===== config.mk =====
export PLATFORM = sky130hd
export DESIGN_NAME = rx_uart_flat
export DESIGN_NICKNAME = d
export VERILOG_FILES = /design/src/rtl/rx_uart_if.sv /design/src/rtl/rx_uart.sv /design/src/flat_wrapper.sv
export SDC_FILE = /design/constraint.sdc
export NUM_CORES = 1
export LEC_CHECK = 0
export CAP_MARGIN = 20
export CORE_MARGIN = 2
export CORE_UTILIZATION = 64
export DETAILED_ROUTE_END_ITERATION = 16
export PLACE_DENSITY = 0.89
export REMOVE_ABC_BUFFERS = 1
export SLEW_MARGIN = 15
export SYNTH_ARGS = -nofsm -noshare
export SYNTH_HDL_FRONTEND = slang
export SYNTH_SLANG_ARGS = --single-unit

===== constraint.sdc =====
create_clock -name clk -period 5.2 [get_ports clk]
set_input_delay 1.04 -clock clk [delete_from_list [all_inputs] [get_ports clk]]
set_output_delay 1.04 -clock clk [all_outputs]
set_load 0.05 [all_outputs]

===== src/rtl/rx_uart_if.sv =====
// ---------------------------------------------------------------------------
// rx_uart_if : consumer-side bus of the UART receiver.
//   i_ack       consumer has taken o_data
//   o_data      last received byte (BW-1 bits)
//   o_valid     o_data holds an unacknowledged byte
//   o_frame_err one-cycle pulse on a low stop bit
//   o_overrun   sticky: a byte completed while o_valid was still set
//   o_busy      receiver is inside a frame
//   out_bit_rx  bit index: 0 start, 1..BW-1 data, BW stop, 15 idle
// Modports: master = receiver (drives the byte side), slave = consumer.
// ---------------------------------------------------------------------------
interface rx_uart_if #(
   parameter int BW = 9
);
   logic          i_ack;
   logic [BW-2:0] o_data;
   logic          o_valid;
   logic          o_frame_err;
   logic          o_overrun;
   logic          o_busy;
   logic [3:0]    out_bit_rx;

   modport master (
      input  i_ack,
      output o_data, o_valid, o_frame_err, o_overrun, o_busy, out_bit_rx
   );

   modport slave (
      output i_ack,
      input  o_data, o_valid, o_frame_err, o_overrun, o_busy, out_bit_rx
   );
endinterface


===== src/rtl/rx_uart.sv =====
// ---------------------------------------------------------------------------
// rx_uart : 8N1 serial receiver, LSB first, valid/ack holding register.
// Ports:
//   clk          system clock, rising edge
//   i_reset      synchronous active-high reset
//   uart_txd_in  asynchronous serial line from the pin, idle high
//   bus          rx_uart_if.master (i_ack in; o_data, o_valid, o_frame_err,
//                o_overrun, o_busy, out_bit_rx out)
// Build option:
//   RX_UART_MAJORITY_EN  when defined, each sample point is the majority of
//                        rx_s taken at timer values 2, 1 and 0; otherwise a
//                        single sample at timer 0. Timing is identical.
// ---------------------------------------------------------------------------
module rx_uart #(
   parameter int BW              = 9,
   parameter int TIMER_BITS      = 32,
   parameter int CLOCKS_PER_BAUD = 868
) (
   input  logic      clk,
   input  logic      i_reset,
   input  logic      uart_txd_in,
   rx_uart_if.master bus
);

   typedef enum logic [1:0] {IDLE, START, DATA, STOP} state_t;

   localparam logic [TIMER_BITS-1:0] HALF_LOAD = TIMER_BITS'((CLOCKS_PER_BAUD >> 1) - 1);
   localparam logic [TIMER_BITS-1:0] FULL_LOAD = TIMER_BITS'(CLOCKS_PER_BAUD - 1);
   localparam logic [3:0]            LAST_DATA = 4'(BW - 1);
   localparam logic [3:0]            STOP_IDX  = 4'(BW);
   localparam logic [3:0]            IDLE_IDX  = 4'hF;

   state_t                state_q;
   logic                  sync1_q, sync2_q;
   logic [1:0]            fill_q;
   logic                  prev_q;
   logic [TIMER_BITS-1:0] timer_q;
   logic [BW-2:0]         shift_q, data_q;
   logic                  valid_q, ovr_q, ferr_q, busy_q;
   logic [3:0]            bit_q;

   logic rx_s;
   logic tick_d;
   logic edge_d;
   logic samp_d;

   assign rx_s   = sync2_q;
   assign tick_d = (timer_q == '0);
   // prev_q only ever holds a genuinely observed line level, so a line that
   // is low straight out of reset (or after a break) must go high first.
   assign edge_d = prev_q & ~rx_s;

`ifdef RX_UART_MAJORITY_EN
   logic s2_q, s1_q;

   always_ff @(posedge clk) begin
      if (i_reset) begin
         s2_q <= 1'b1;
         s1_q <= 1'b1;
      end else begin
         if (timer_q == TIMER_BITS'(2)) s2_q <= rx_s;
         if (timer_q == TIMER_BITS'(1)) s1_q <= rx_s;
      end
   end

   // Reload values are always >= 3, so the 2/1 samples precede every tick.
   assign samp_d = (s2_q & s1_q) | (s2_q & rx_s) | (s1_q & rx_s);
`else
   assign samp_d = rx_s;
`endif

   always_ff @(posedge clk) begin
      if (i_reset) begin
         state_q <= IDLE;
         sync1_q <= 1'b1;
         sync2_q <= 1'b1;
         fill_q  <= 2'b00;
         prev_q  <= 1'b0;
         timer_q <= '0;
         shift_q <= '0;
         data_q  <= '0;
         valid_q <= 1'b0;
         ovr_q   <= 1'b0;
         ferr_q  <= 1'b0;
         busy_q  <= 1'b0;
         bit_q   <= IDLE_IDX;
      end else begin
         sync1_q <= uart_txd_in;
         sync2_q <= sync1_q;
         // fill_q marks when sync2_q has left its reset value and reflects the pin.
         fill_q  <= {fill_q[0], 1'b1};
         prev_q  <= fill_q[1] ? rx_s : 1'b0;
         ferr_q  <= 1'b0;

         if (bus.i_ack && valid_q) begin
            valid_q <= 1'b0;
            ovr_q   <= 1'b0;
         end

         case (state_q)
            IDLE: begin
               if (edge_d) begin
                  timer_q <= HALF_LOAD;
                  state_q <= START;
                  bit_q   <= 4'd0;
                  busy_q  <= 1'b1;
               end
            end
            START: begin
               if (!tick_d) begin
                  timer_q <= timer_q - 1'b1;
               end else if (samp_d) begin
                  // false start: line already back high at mid start bit
                  state_q <= IDLE;
                  bit_q   <= IDLE_IDX;
                  busy_q  <= 1'b0;
               end else begin
                  timer_q <= FULL_LOAD;
                  state_q <= DATA;
                  bit_q   <= 4'd1;
               end
            end
            DATA: begin
               if (!tick_d) begin
                  timer_q <= timer_q - 1'b1;
               end else begin
                  // LSB arrives first and ends up in bit 0 after the last shift
                  shift_q <= {samp_d, shift_q[BW-2:1]};
                  timer_q <= FULL_LOAD;
                  if (bit_q == LAST_DATA) begin
                     state_q <= STOP;
                     bit_q   <= STOP_IDX;
                  end else begin
                     bit_q <= bit_q + 4'd1;
                  end
               end
            end
            STOP: begin
               if (!tick_d) begin
                  timer_q <= timer_q - 1'b1;
               end else begin
                  if (samp_d) begin
                     data_q  <= shift_q;
                     valid_q <= 1'b1;
                     // a same-cycle ack consumes the old byte: no overrun
                     if (valid_q && !bus.i_ack) ovr_q <= 1'b1;
                  end else begin
                     ferr_q <= 1'b1;
                  end
                  state_q <= IDLE;
                  bit_q   <= IDLE_IDX;
                  busy_q  <= 1'b0;
               end
            end
            default: begin
               state_q <= IDLE;
               bit_q   <= IDLE_IDX;
               busy_q  <= 1'b0;
            end
         endcase
      end
   end

   assign bus.o_data      = data_q;
   assign bus.o_valid     = valid_q;
   assign bus.o_frame_err = ferr_q;
   assign bus.o_overrun   = ovr_q;
   assign bus.o_busy      = busy_q;
   assign bus.out_bit_rx  = bit_q;

endmodule

===== src/flat_wrapper.sv =====
// flat-port wrapper written by rule: the top's interface ports become plain ports
module rx_uart_flat 
#(
   parameter int BW              = 9,
   parameter int TIMER_BITS      = 32,
   parameter int CLOCKS_PER_BAUD = 868
)
  (clk, i_reset, uart_txd_in, bus_i_ack, bus_o_data, bus_o_valid, bus_o_frame_err, bus_o_overrun, bus_o_busy, bus_out_bit_rx);
  rx_uart_if #(.BW(BW)) bus_i ();
  input  logic clk;
  input  logic i_reset;
  input  logic uart_txd_in;
  input wire logic [$bits(bus_i.i_ack)-1:0] bus_i_ack;
  output wire logic [$bits(bus_i.o_data)-1:0] bus_o_data;
  output wire logic [$bits(bus_i.o_valid)-1:0] bus_o_valid;
  output wire logic [$bits(bus_i.o_frame_err)-1:0] bus_o_frame_err;
  output wire logic [$bits(bus_i.o_overrun)-1:0] bus_o_overrun;
  output wire logic [$bits(bus_i.o_busy)-1:0] bus_o_busy;
  output wire logic [$bits(bus_i.out_bit_rx)-1:0] bus_out_bit_rx;
  assign bus_i.i_ack = bus_i_ack;
  assign bus_o_data = bus_i.o_data;
  assign bus_o_valid = bus_i.o_valid;
  assign bus_o_frame_err = bus_i.o_frame_err;
  assign bus_o_overrun = bus_i.o_overrun;
  assign bus_o_busy = bus_i.o_busy;
  assign bus_out_bit_rx = bus_i.out_bit_rx;
  rx_uart #(.BW(BW), .TIMER_BITS(TIMER_BITS), .CLOCKS_PER_BAUD(CLOCKS_PER_BAUD)) u_core (.clk(clk), .i_reset(i_reset), .uart_txd_in(uart_txd_in), .bus(bus_i));
endmodule

After elaboration in Yosys (flattened, before gate mapping)
Cells that the tools add are included.
- mux-type cells: 36
- bitwise logic cells: 5
- reductions and logical operators: 14
- equal/unequal tests: 12
- add/subtract/negate cells: 2
- operator list (kind ; number):
    $mux 32 ; 5
    $pmux 32 s4 ; 1
    $logic_not 32->1 ; 1
    $sub 32x1->32 const B ; 1
    $mux 4 ; 6
    $pmux 4 s4 ; 1
    $mux 1 ; 15
    $mux 2 ; 6
    $ne 2x1->1 const B ; 6
    $reduce_and 5->1 ; 2
    $pmux 2 s4 ; 1
    $reduce_and 3->1 ; 2
    $add 4x1->4 const B ; 1
    $eq 2x2->1 const B ; 2
    $eq 4x4->1 const B ; 1
    $not 1->1 ; 4
    $reduce_and 4->1 ; 1
    $ne 3x3->1 const B ; 1
    $pmux 1 s3 ; 1
    $reduce_bool 3->1 ; 1
    $reduce_or 3->1 ; 1
    $eq 2x1->1 const B ; 1
    $logic_and 1x1->1 ; 2
    $logic_not 2->1 ; 1
    5 further kinds ; 5
- register bits: 63
- input bits: 4

Longest topological paths before layout
Gate-level depths: netlist of run 1.
- depth in word-level cells: 6
- depth in mapped cells: 10
- gate-level depth less buffers: 7

Worst setup path before layout of run 1
Ideal clock, no wire load.
- path type: input port to flip-flop
- start: input port i_reset
- end: register u_core.timer_q[21]
- setup slack: 2710 ps
- arrival: 2403 ps
- cell stages on the path: 7
- required time: 5113 ps
- setup time: 87 ps
- buffers on the path: 3
- cells stage by stage: clkbuf_1 -> or3_1 -> clkbuf_1 -> a31oi_1 -> buf_2 -> nand2_1 -> o31ai_1
- RTL lines (item ; RTL line ; source):
    from (decl) ; flat_wrapper.sv:11 ; input logic i_reset;
    to (signal assigned) ; rx_uart.sv:111 ; timer_q <= timer_q - 1'b1;
    to (signal assigned) ; rx_uart.sv:125 ; timer_q <= timer_q - 1'b1;
    to (signal assigned) ; rx_uart.sv:140 ; timer_q <= timer_q - 1'b1;
    to (decl) ; rx_uart.sv:37 ; logic [TIMER_BITS-1:0] timer_q;

==> results of run 1 <==
==> power groups by stage <==
stage	registers, W	logic (W)	clock network, W
2_1_floorplan	0.000603	0.000639	0
3_3_place_gp	0.000585	0.000892	0
3_5_place_dp	0.000588	0.000905	0
4_1_cts	0.000578	0.000912	0.000426
5_1_grt	0.000586	0.00101	0.000445
6_report	0.000581	0.000951	0.000424
==> stage by stage <==
step                      std cells  worst slack, ns
after CTS                       460            1.934
after global routing            460            1.598
after detailed placement        444            1.547
after global placement          444            1.626
after floorplan                 355            2.232
final                           460            1.773
==> cell type report <==
type	instances	area, sq um	area share, %
inverter	17	63.81	1.758
clock inverter	7	73.82	2.034
multi-input combinational	275	1810	49.88
sequential	63	1261	34.75
tap	67	83.83	2.310
timing repair buffer	22	212.7	5.860
clock buffer	9	123.9	3.413
==> metal layers <==
metal	wire [microns]	vias to the layer above	track usage [%]
met5	0	-	0
met1	3475	1428	40.75
met3	730	29	5.087
met4	228	0	14.23
met2	3680	191	46.10
li1	-	1433	-
==> registers in the layout, indices dropped and copies added (netlist names), named ones only <==
register                flops
u_core.fill_q               2
u_core.rx_s                 1
u_core.bus.o_busy           1
u_core.timer_q             32
u_core.state_q              1
u_core.shift_q              8
u_core.bus.out_bit_rx       4
u_core.bus.o_valid          1
u_core.prev_q               1
u_core.sync1_q              1
u_core.bus.o_frame_err      1
u_core.bus.o_data           8
==> worst max path at each step <==
| stage | from | end | slack [ns] | depth (start not counted) |
|---|---|---|---|---|
| after global placement | i_reset | u_core.timer_q[21] | 1.63 | 5 |
| final | i_reset | u_core.timer_q[21] | 1.77 | 5 |
| after CTS | i_reset | u_core.timer_q[21] | 1.93 | 5 |
| after detailed placement | i_reset | u_core.timer_q[21] | 1.55 | 5 |
| after floorplan | u_core.timer_q[0] | flip-flop | 2.23 | 7 |
| after global routing | i_reset | u_core.timer_q[25] | 1.60 | 5 |
==> kinds of logic (layout without fill, tap and decap cells) <==
family / Yosys count / after routing
buffers and inverters: 40 / 55
xor gates and xnor gates: 3 / 3
DFF: 63 / 63
muxes: 8 / 8
adders and majority gates: 7 / 7
and+or+nand+nor: 144 / 144
AOI/OAI and AO/OA: 113 / 113
==> worst register-to-register path, delay by kind of cell (launching register included) <==
kind            cells  cell delay (ns)
buf+inv             1             0.07
flops               1             0.35
fa+ha+maj           1             0.20
simple gates        4             1.84
compound gates      1             0.57
==> cell usage in the layout, fill, tap and decap left out, types with 6 or more instances in the layout <==
cell              n
a21oi_1          33
nor4_1            7
o31ai_1           9
or4_1             6
ha_1              7
nor3_1            8
dfxtp_1          63
clkdlybuf4s50_1  19
nand2_1          34
nor2_1           27
clkbuf_8          9
or3_1             7
a31oi_1          11
inv_1            17
o21ai_0          15
nand3_1          20
mux2i_1           8
==> results.md, run 1 <==
- Status: completed
- Max Fanout on Critical Path: 15
- Post-cts hold buffer count: 0
- Critical R2R Capture: u_core.timer_q[20]
- Crit end category: flip-flop
- Worst Path Required: 5.46 ns
- Number of buffers and inverters on the critical path: 1
- Clock Latency Late Sink: 0.35 ns
- Setup CP Type: primary input to flip-flop
- Vias per inst: 6.698
- Worst Skew: 0.01070 ns
- Core area: 0.004817 sq mm
- Wirelength per Cell: 17.64 microns
- Final net count: 399
- Fin Setup TNS: 0 ns
- Top-count cell post-synth: dfxtp_1
- First-pass GRT wire length: 12730 microns
- Hold depth: 1
- Vias in the first global route: 2663
- Main synth FF type: dfxtp_1
- Synth area leaders: dfxtp_1 39%, a21oi_1 5.1%, nand2_1 3.9%, nor2_1 3.1%, nand3_1 3.1%
- Crit path max-delay family: compound AO/OA/AOI/OAI gates
- Initial Util: 67.30%
- Minimum clock period: 3.427 ns
- FFs w/ async S/R, synth: 0%
- Final Cycle Share: 65.91%
- Postcts setup bufs: 0
- Unrepaired setup endpoints after global routing: false
- DRT Wirelength: 8114 microns
- Placer Congestion: 0.9682
- Post-Syn Instances: 378
- Die ar.: 0.005651 sq mm
- Cell Int Power: 0.0009906 W
- EDFF count, synth: 0
- Final Cell Area: 0.003630 sq mm
- Share of cells above drive strength 1: 10.18%
- Root Buffer: clkbuf_8
- Diodes inserted: 0
- IO buf count: 19
- Final hold violations: 0
- Yosys warnings: 0
- Worst-case vdd ir drop: 0.4160 mV
- Startpoint Class: primary input
- Sw frac: 49.35%
- Fmax: 291.8 MHz
- R2R Path Start: u_core.timer_q[0]
- Clock Sink Count: 63
- Multiplexer share of the synthesized area: 2.470%
- Max-slew headroom: 31.70%
- Unique cell type count in the Yosys netlist: 62
- CTS tree: built
- Commonest cells post-synth: 63 x dfxtp_1, 34 x nand2_1, 33 x a21oi_1
- Post-synth top area cell: dfxtp_1
- Total power: 0.001956 W
- Flops & latches, synth: 63
- Post-CTS sizing: 0
- Max Slew Vio Count: 0
- Layout area overhead: 11.96%
- Static Leak: 1.300 nW
- Critical path arrival: 3.69 ns
- Synth Area in Simple Gates: 24.89%
- Post-synthesis compound-gate area fraction: 24.78%
- H-tree depth: 3
- Chip height: 75.17 microns
- Worst Hold Launch: u_core.sync1_q
- Clock Tree Buf Depth: 2
- Hold crit path type: flip-flop to flip-flop
- Initial antenna violation count: 0
- Cell area after placement: 0.003432 sq mm
- Pin count of the biggest net entering global routing: 24
- Grt ovf: 0
- Critical Path Slowest Stage Cell: a31oi_1
- Slew @ Worst Pin: 1.020 ns
- Largest stage delay, worst path: 0.80 ns
- Final hold slack: 0.4085 ns
- Share of the synthesized area in the top cell type: 38.90%
- Die Wd: 75.17 microns
- Post-synthesis sequential area ratio: 38.90%
- Crit path cell chain: clkdlybuf4s50_1, or3_1, a31oi_1, nand2_1, o31ai_1
- Clock-pin slew on the worst setup and hold paths: 0.07 ns
- Fillers: 372
- First-pass iteration count of the detailed router: 5
- Mapped Area: 0.003242 sq mm
- Drt first-iter violations: 364
- Register share of total power: 29.7%
- Largest family of logic cells by synthesized area: simple AND/OR/NAND/NOR gates
- Xor/xnor cell area share of the yosys netlist: 0.8105%
- Comb pwr share: 48.6%
- # rows: 25
- Max_cap viols: 0
- R2R Setup Slk: 2.05 ns
- Routed Antenna Nets: 0
- Via Count: 3081
- Gr usage total: 29.86%
- Net Switching: 0.0009650 W
- Reg2reg path depth: 7
- HPWL after DPL: 5320 microns
- Final Setup Violations: 0
- I/O Pins: 20
- Clock Power Share: 21.7%
- CTS Buf Count: 9
- Min-Delay Endpoint: u_core.rx_s
- Adder-cell area share of the yosys netlist: 2.702%
- DR DRC count: 0
- Final Util: 75.35%
- Post-Syn Area per Cell: 8.576 sq um
- Cell area power density: 538.7 mW/mm^2
Power figures use the tool's default switching activity.
==> run 2, diff against run 1 <==
Settings changed: CORE_UTILIZATION 64 to 59, PLACE_DENSITY 0.89 to 0.83.
Clock period 5.2 ns to 3.3 ns, I/O delays scaled along.
==> results.md, run 2 (synthesized netlist as in run 1, its figures left out) <==
- Worst Path Required: 3.52 ns (was 5.46 ns)
- Diodes inserted: 0 (unchanged)
- H-tree depth: 3 (unchanged)
- Routed Antenna Nets: 0 (unchanged)
- R2R Setup Slk: 0.56 ns (was 2.05 ns)
- Status: completed (unchanged)
- Unrepaired setup endpoints after global routing: false (unchanged)
- Crit end category: flip-flop (unchanged)
- Clock-pin slew on the worst setup and hold paths: 0.08 ns (was 0.07 ns)
- Core area: 0.005205 sq mm (was 0.004817 sq mm)
- Critical R2R Capture: u_core.timer_q[20] (unchanged)
- CTS Buf Count: 9 (unchanged)
- Worst-case vdd ir drop: 0.4876 mV (was 0.4160 mV)
- R2R Path Start: u_core.timer_q[31] (was u_core.timer_q[0])
- Multi-input logic area: 0.001810 sq mm (unchanged)
- Cell area after placement: 0.003488 sq mm (was 0.003432 sq mm)
- Worst Skew: 0.01282 ns (was 0.01070 ns)
- Final Setup Violations: 0 (unchanged)
- Crit path cell chain: nor3_1, and4_1, nand4_1, a21oi_1, nor2_1 (was clkdlybuf4s50_1, or3_1, a31oi_1, nand2_1, o31ai_1)
- Initial antenna violation count: 0 (unchanged)
- Share of cells above drive strength 1: 11.75% (was 10.18%)
- Die Wd: 78.13 microns (was 75.17 microns)
- Via Count: 3075 (was 3081)
- Most frequent cells in the layout: 63 x dfxtp_1, 34 x nand2_1, 33 x a21oi_1 (unchanged)
- Min-Delay Endpoint: u_core.rx_s (unchanged)
- CTS tree: built (unchanged)
- Grt ovf: 0 (unchanged)
- Gr usage total: 27.16% (was 29.86%)
- Startpoint Class: flip-flop (was primary input)
- Minimum clock period: 2.740 ns
- Worst Hold Launch: u_core.sync1_q (unchanged)
- Initial Util: 62.28% (was 67.30%)
- I/O Pins: 20 (unchanged)
- Max_cap viols: 0 (unchanged)
- Pin count of the biggest net entering global routing: 29 (was 24)
- DRT Wirelength: 7871 microns (was 8114 microns)
- Final hold violations: 0 (unchanged)
- Die ar.: 0.006104 sq mm (was 0.005651 sq mm)
- Max Slew Vio Count: 0 (unchanged)
- Final net count: 406 (was 399)
- Fillers: 392 (was 372)
- Clock Tree Buf Depth: 2 (unchanged)
- Fmax: 364.9 MHz
- First-pass iteration count of the detailed router: 5 (unchanged)
- First-pass GRT wire length: 13120 microns (was 12730 microns)
- Hold depth: 1 (unchanged)
- Largest register FFs: 32 (unchanged)
- Wirelength per Cell: 16.75 microns (was 17.64 microns)
- Clock Latency Late Sink: 0.35 ns (about the same)
- Largest stage delay, worst path: 0.58 ns (was 0.80 ns)
- Postcts setup bufs: 0 (unchanged)
- Fin Setup TNS: 0 ns (unchanged)
- Static Leak: 1.338 nW (was 1.300 nW)
- DR DRC count: 0 (unchanged)
- Placer Congestion: 0.9174 (was 0.9682)
- Critical Path Slowest Stage Cell: a21oi_1 (was a31oi_1)
- Max-slew headroom: 47.45% (was 31.70%)
- Drt first-iter violations: 331 (was 364)
- Register Area: 0.001261 sq mm (unchanged)
- Cell area power density: 850.4 mW/mm^2 (was 538.7 mW/mm^2)
- Most flop-heavy register: u_core.timer_q (unchanged)
- Layout area overhead: 13.97% (was 11.96%)
- HPWL after DPL: 5438 microns (was 5320 microns)
- Slew @ Worst Pin: 0.7810 ns (was 1.020 ns)
- Root Buffer: clkbuf_8 (unchanged)
- Vias per inst: 6.543 (was 6.698)
- Chip height: 78.13 microns (was 75.17 microns)
- Hold crit path type: flip-flop to flip-flop (unchanged)
- Reg2reg path depth: 5 (was 7)
- Post-CTS sizing: 0 (unchanged)
- Worst Setup SP: u_core.timer_q[31] (was i_reset)
- Final Cell Area: 0.003695 sq mm (was 0.003630 sq mm)
- Final Cycle Share: 83.04%
- Critical path arrival: 2.96 ns (was 3.69 ns)
- # rows: 26 (was 25)
- Vias in the first global route: 2779 (was 2663)
- Clock Sink Count: 63 (unchanged)
- Max Fanout on Critical Path: 11 (was 15)
- IO buf count: 19 (unchanged)
- Setup CP Type: flip-flop to flip-flop (was primary input to flip-flop)
- Commonest non-fill, non-tap cell in the layout: dfxtp_1 (unchanged)
- Post-cts hold buffer count: 0 (unchanged)
[run 2: changes by cell type in the layout (fill, tap and decap cells not counted), sizes merged]
cell,delta
clkinv,-2
buf,+7
clkbuf,+1
inv,+1
[run 2: cell type report]
class	instances	area share, %
multi-input cells	275	49.00
flip-flops and latches	63	34.13
repair buffers	29	7.179
clock buffers	10	3.725
well taps	70	2.370
clock inverters	6	1.863
inverters	17	1.727
[run 2: routing by layer]
layer  global-route usage, %  up-vias  part of all wire [%]
li1                        -     1458                     -
met4                   13.68        0                   3.3
met1                   37.88     1443                    45
met2                   40.78      144                    44
met5                       0        -                     0
met3                   4.368       30                   8.0
[run 2: stage by stage]
stage                     hold WS [ns]  worst slack, ns  total power (W)  std cells  utilization [%]
final                           0.4213           0.5597         0.003142        470            70.99
after global placement          0.4036           0.6962         0.002389        454            67.02
after detailed placement        0.4056           0.5995         0.002417        454            67.02
after global routing            0.4495           0.4215         0.003297        470            70.99
after floorplan                 0.3895           0.3320         0.001957        355                -
after CTS                       0.4251           0.5760         0.003106        470            70.99
[run 2: critical path, delay by kind of cell (launching register included)]
family             cells  cell delay (ns)
and+or+nand+nor        4             1.69
AOI/OAI and AO/OA      1             0.58
DFF                    1             0.34
[run 2: worst max-delay path by stage]
stage          slack [ns]                  to
6_report             0.56  u_core.timer_q[20]
5_1_grt              0.42  u_core.timer_q[20]
4_1_cts              0.58  u_core.timer_q[20]
3_5_place_dp         0.60  u_core.timer_q[14]
3_3_place_gp         0.70  u_core.timer_q[20]
2_1_floorplan        0.33           flip-flop
[run 2: where the power goes]
group	internal [W]	switching, W
registers	0.000828	0.0000877
clock network	0.000373	0.000317
logic	0.000451	0.00109
total	0.00165	0.00149
==> run 3, diff against run 2 <==
Clock period 3.3 ns to 2.59 ns, I/O delays scaled along.
==> results.md, run 3 (synthesized netlist as in run 1, its figures left out) <==
- Status: completed (unchanged)
- Final hold violations: 0 (unchanged)
- Drt first-iter violations: 294 (was 331)
- # rows: 26 (unchanged)
- Unrepaired setup endpoints after global routing: false (unchanged)
- Fillers: 413 (was 392)
- Fmax: 411.2 MHz (was 364.9 MHz)
- Hold crit path type: flip-flop to flip-flop (unchanged)
- Post-cts hold buffer count: 0 (unchanged)
- Final hold slack: 0.4151 ns (was 0.4213 ns)
- H-tree depth: 3 (unchanged)
- Die ar.: 0.006104 sq mm (unchanged)
- Largest register FFs: 32 (unchanged)
- GR Layer Usage met1: 36.45% (was 37.88%)
- Root Buffer: clkbuf_8 (unchanged)
- Diodes inserted: 0 (unchanged)
- Final net count: 425 (was 406)
- Grt ovf: 0 (unchanged)
- Vias per inst: 6.391 (was 6.543)
- First-pass GRT wire length: 13660 microns (was 13120 microns)
- Share of cells above drive strength 1: 15.07% (was 11.75%)
- Via Count: 3119 (was 3075)
- Max-slew headroom: 64.44% (was 47.45%)
- Minimum clock period: 2.432 ns (was 2.740 ns)
- First-pass iteration count of the detailed router: 5 (unchanged)
- CTS tree: built (unchanged)
- Cell area power density: 1096 mW/mm^2 (was 850.4 mW/mm^2)
- Critical path arrival: 2.69 ns (was 2.96 ns)
- Slew @ Worst Pin: 0.5200 ns (was 0.7810 ns)
- Most frequent cells in the layout: 63 x dfxtp_1, 34 x nand2_1, 33 x a21oi_1 (unchanged)
- Startpoint Class: flip-flop (unchanged)
- Setup CP Type: flip-flop to flip-flop (unchanged)
- Max Fanout on Critical Path: 15 (was 11)
- Clock Latency Late Sink: 0.35 ns (about the same)
- Met3 global-route usage: 8.736% (was 4.368%)
- Final Cycle Share: 93.89% (was 83.04%)
- Vias in the first global route: 2856 (was 2779)
- Final Setup Violations: 0 (unchanged)
- HPWL after DPL: 5888 microns (was 5438 microns)
- CTS Buf Count: 9 (unchanged)
- Clock Tree Buf Depth: 2 (unchanged)
- Postcts setup bufs: 0 (unchanged)
- Placer Congestion: 0.9521 (was 0.9174)
- Post-CTS sizing: 0 (unchanged)
- Initial antenna violation count: 0 (unchanged)
- Initial Util: 62.28% (unchanged)
- Gr usage total: 28.27% (was 27.16%)
- Crit end category: flip-flop (unchanged)
- Fin Setup TNS: 0 ns (unchanged)
- Clock Sink Count: 63 (unchanged)
- Static Leak: 1.408 nW (was 1.338 nW)
- Worst Skew: 0.009301 ns (was 0.01282 ns)
- DRT Wirelength: 8224 microns (was 7871 microns)
- Grt met2 use: 45.86% (was 40.78%)
- Die Wd: 78.13 microns (unchanged)
- DR DRC count: 0 (unchanged)
- Clock-pin slew on the worst setup and hold paths: 0.06 ns (was 0.08 ns)
- Layout area overhead: 17.29% (was 13.97%)
- Chip height: 78.13 microns (unchanged)
- Worst-case vdd ir drop: 0.8786 mV (was 0.4876 mV)
- I/O Pins: 20 (unchanged)
- IO buf count: 19 (unchanged)
- Worst Path Required: 2.85 ns (was 3.52 ns)
- Commonest non-fill, non-tap cell in the layout: dfxtp_1 (unchanged)
- Max_cap viols: 0 (unchanged)
- Core area: 0.005205 sq mm (unchanged)
- GRT busiest layer: met2 (unchanged)
- Routed Antenna Nets: 0 (unchanged)
- Pin count of the biggest net entering global routing: 29 (unchanged)
- Max Slew Vio Count: 0 (unchanged)
- Most flop-heavy register: u_core.timer_q (unchanged)
- Wirelength per Cell: 16.85 microns (was 16.75 microns)
==> run 3: cell count changes in the layout (fill, tap and decap cells not counted) <==
cell	previous run	this run
clkinv_4	2	0
inv_6	1	0
nor3b_4	0	1
bufinv_16	1	0
buf_4	10	29
nor3b_2	1	0
clkbuf_1	0	2
clkinvlp_4	1	2
==> run 3: worst paths after layout <==
| check | start | to | slack [ns] | depth (start not counted) |
|---|---|---|---|---|
| setup / recovery | u_core.timer_q[1] | u_core.timer_q[12] | 0.16 | 9 |
| hold / removal | u_core.sync1_q | u_core.rx_s | 0.42 | 1 |
| setup reg to reg | u_core.timer_q[1] | u_core.timer_q[12] | 0.16 | 9 |
| hold reg to reg | u_core.sync1_q | u_core.rx_s | 0.42 | 1 |
==> run 3: through the flow <==
step           instances  instance area [sq um]  power [W]  setup WS (ns)  util, %
3_3_place_gp         473                   3631   0.003339         0.2636    69.76
6_report             488                   3802   0.004169         0.1582    73.05
5_1_grt              488                   3802   0.004380        0.02780    73.05
4_1_cts              488                   3796   0.004107         0.1679    72.93
2_1_floorplan        355                   3129   0.002493        -0.3780        -
3_5_place_dp         473                   3631   0.003375         0.1531    69.76
==> run 3: final cells by class <==
type,instances,area [sq um],area share [%]
clock buffers,12,145.1,3.817
flip-flops and latches,63,1261,33.17
well taps,70,87.58,2.303
multi-input cells,275,1817,47.78
inverters,17,63.81,1.678
clock inverters,3,20.02,0.5265
repair buffers,48,407.9,10.73
==> run 3: layer usage <==
layer / vias to the layer above / share of wire, %
met5: - / 0
met4: 0 / 2.0
met3: 19 / 6.9
met2: 147 / 47
met1: 1465 / 44
li1: 1488 / -
==> run 3: power by group <==
part	total (W)	switching, W	internal (W)
sequential	0.00117	0.000115	0.00106
combinational	0.00226	0.00145	0.000813
clock	0.000735	0.000368	0.000367
==> run 3: critical path, cell delays in order, from the launching register on <==
cell	delay, ns
dfxtp_1	0.33
inv_1	0.06
ha_1	0.21
nor3b_4	0.34
nand4_2	0.28
buf_4	0.25
o41ai_4	0.36
buf_4	0.28
o21ai_0	0.13
o21ai_0	0.10
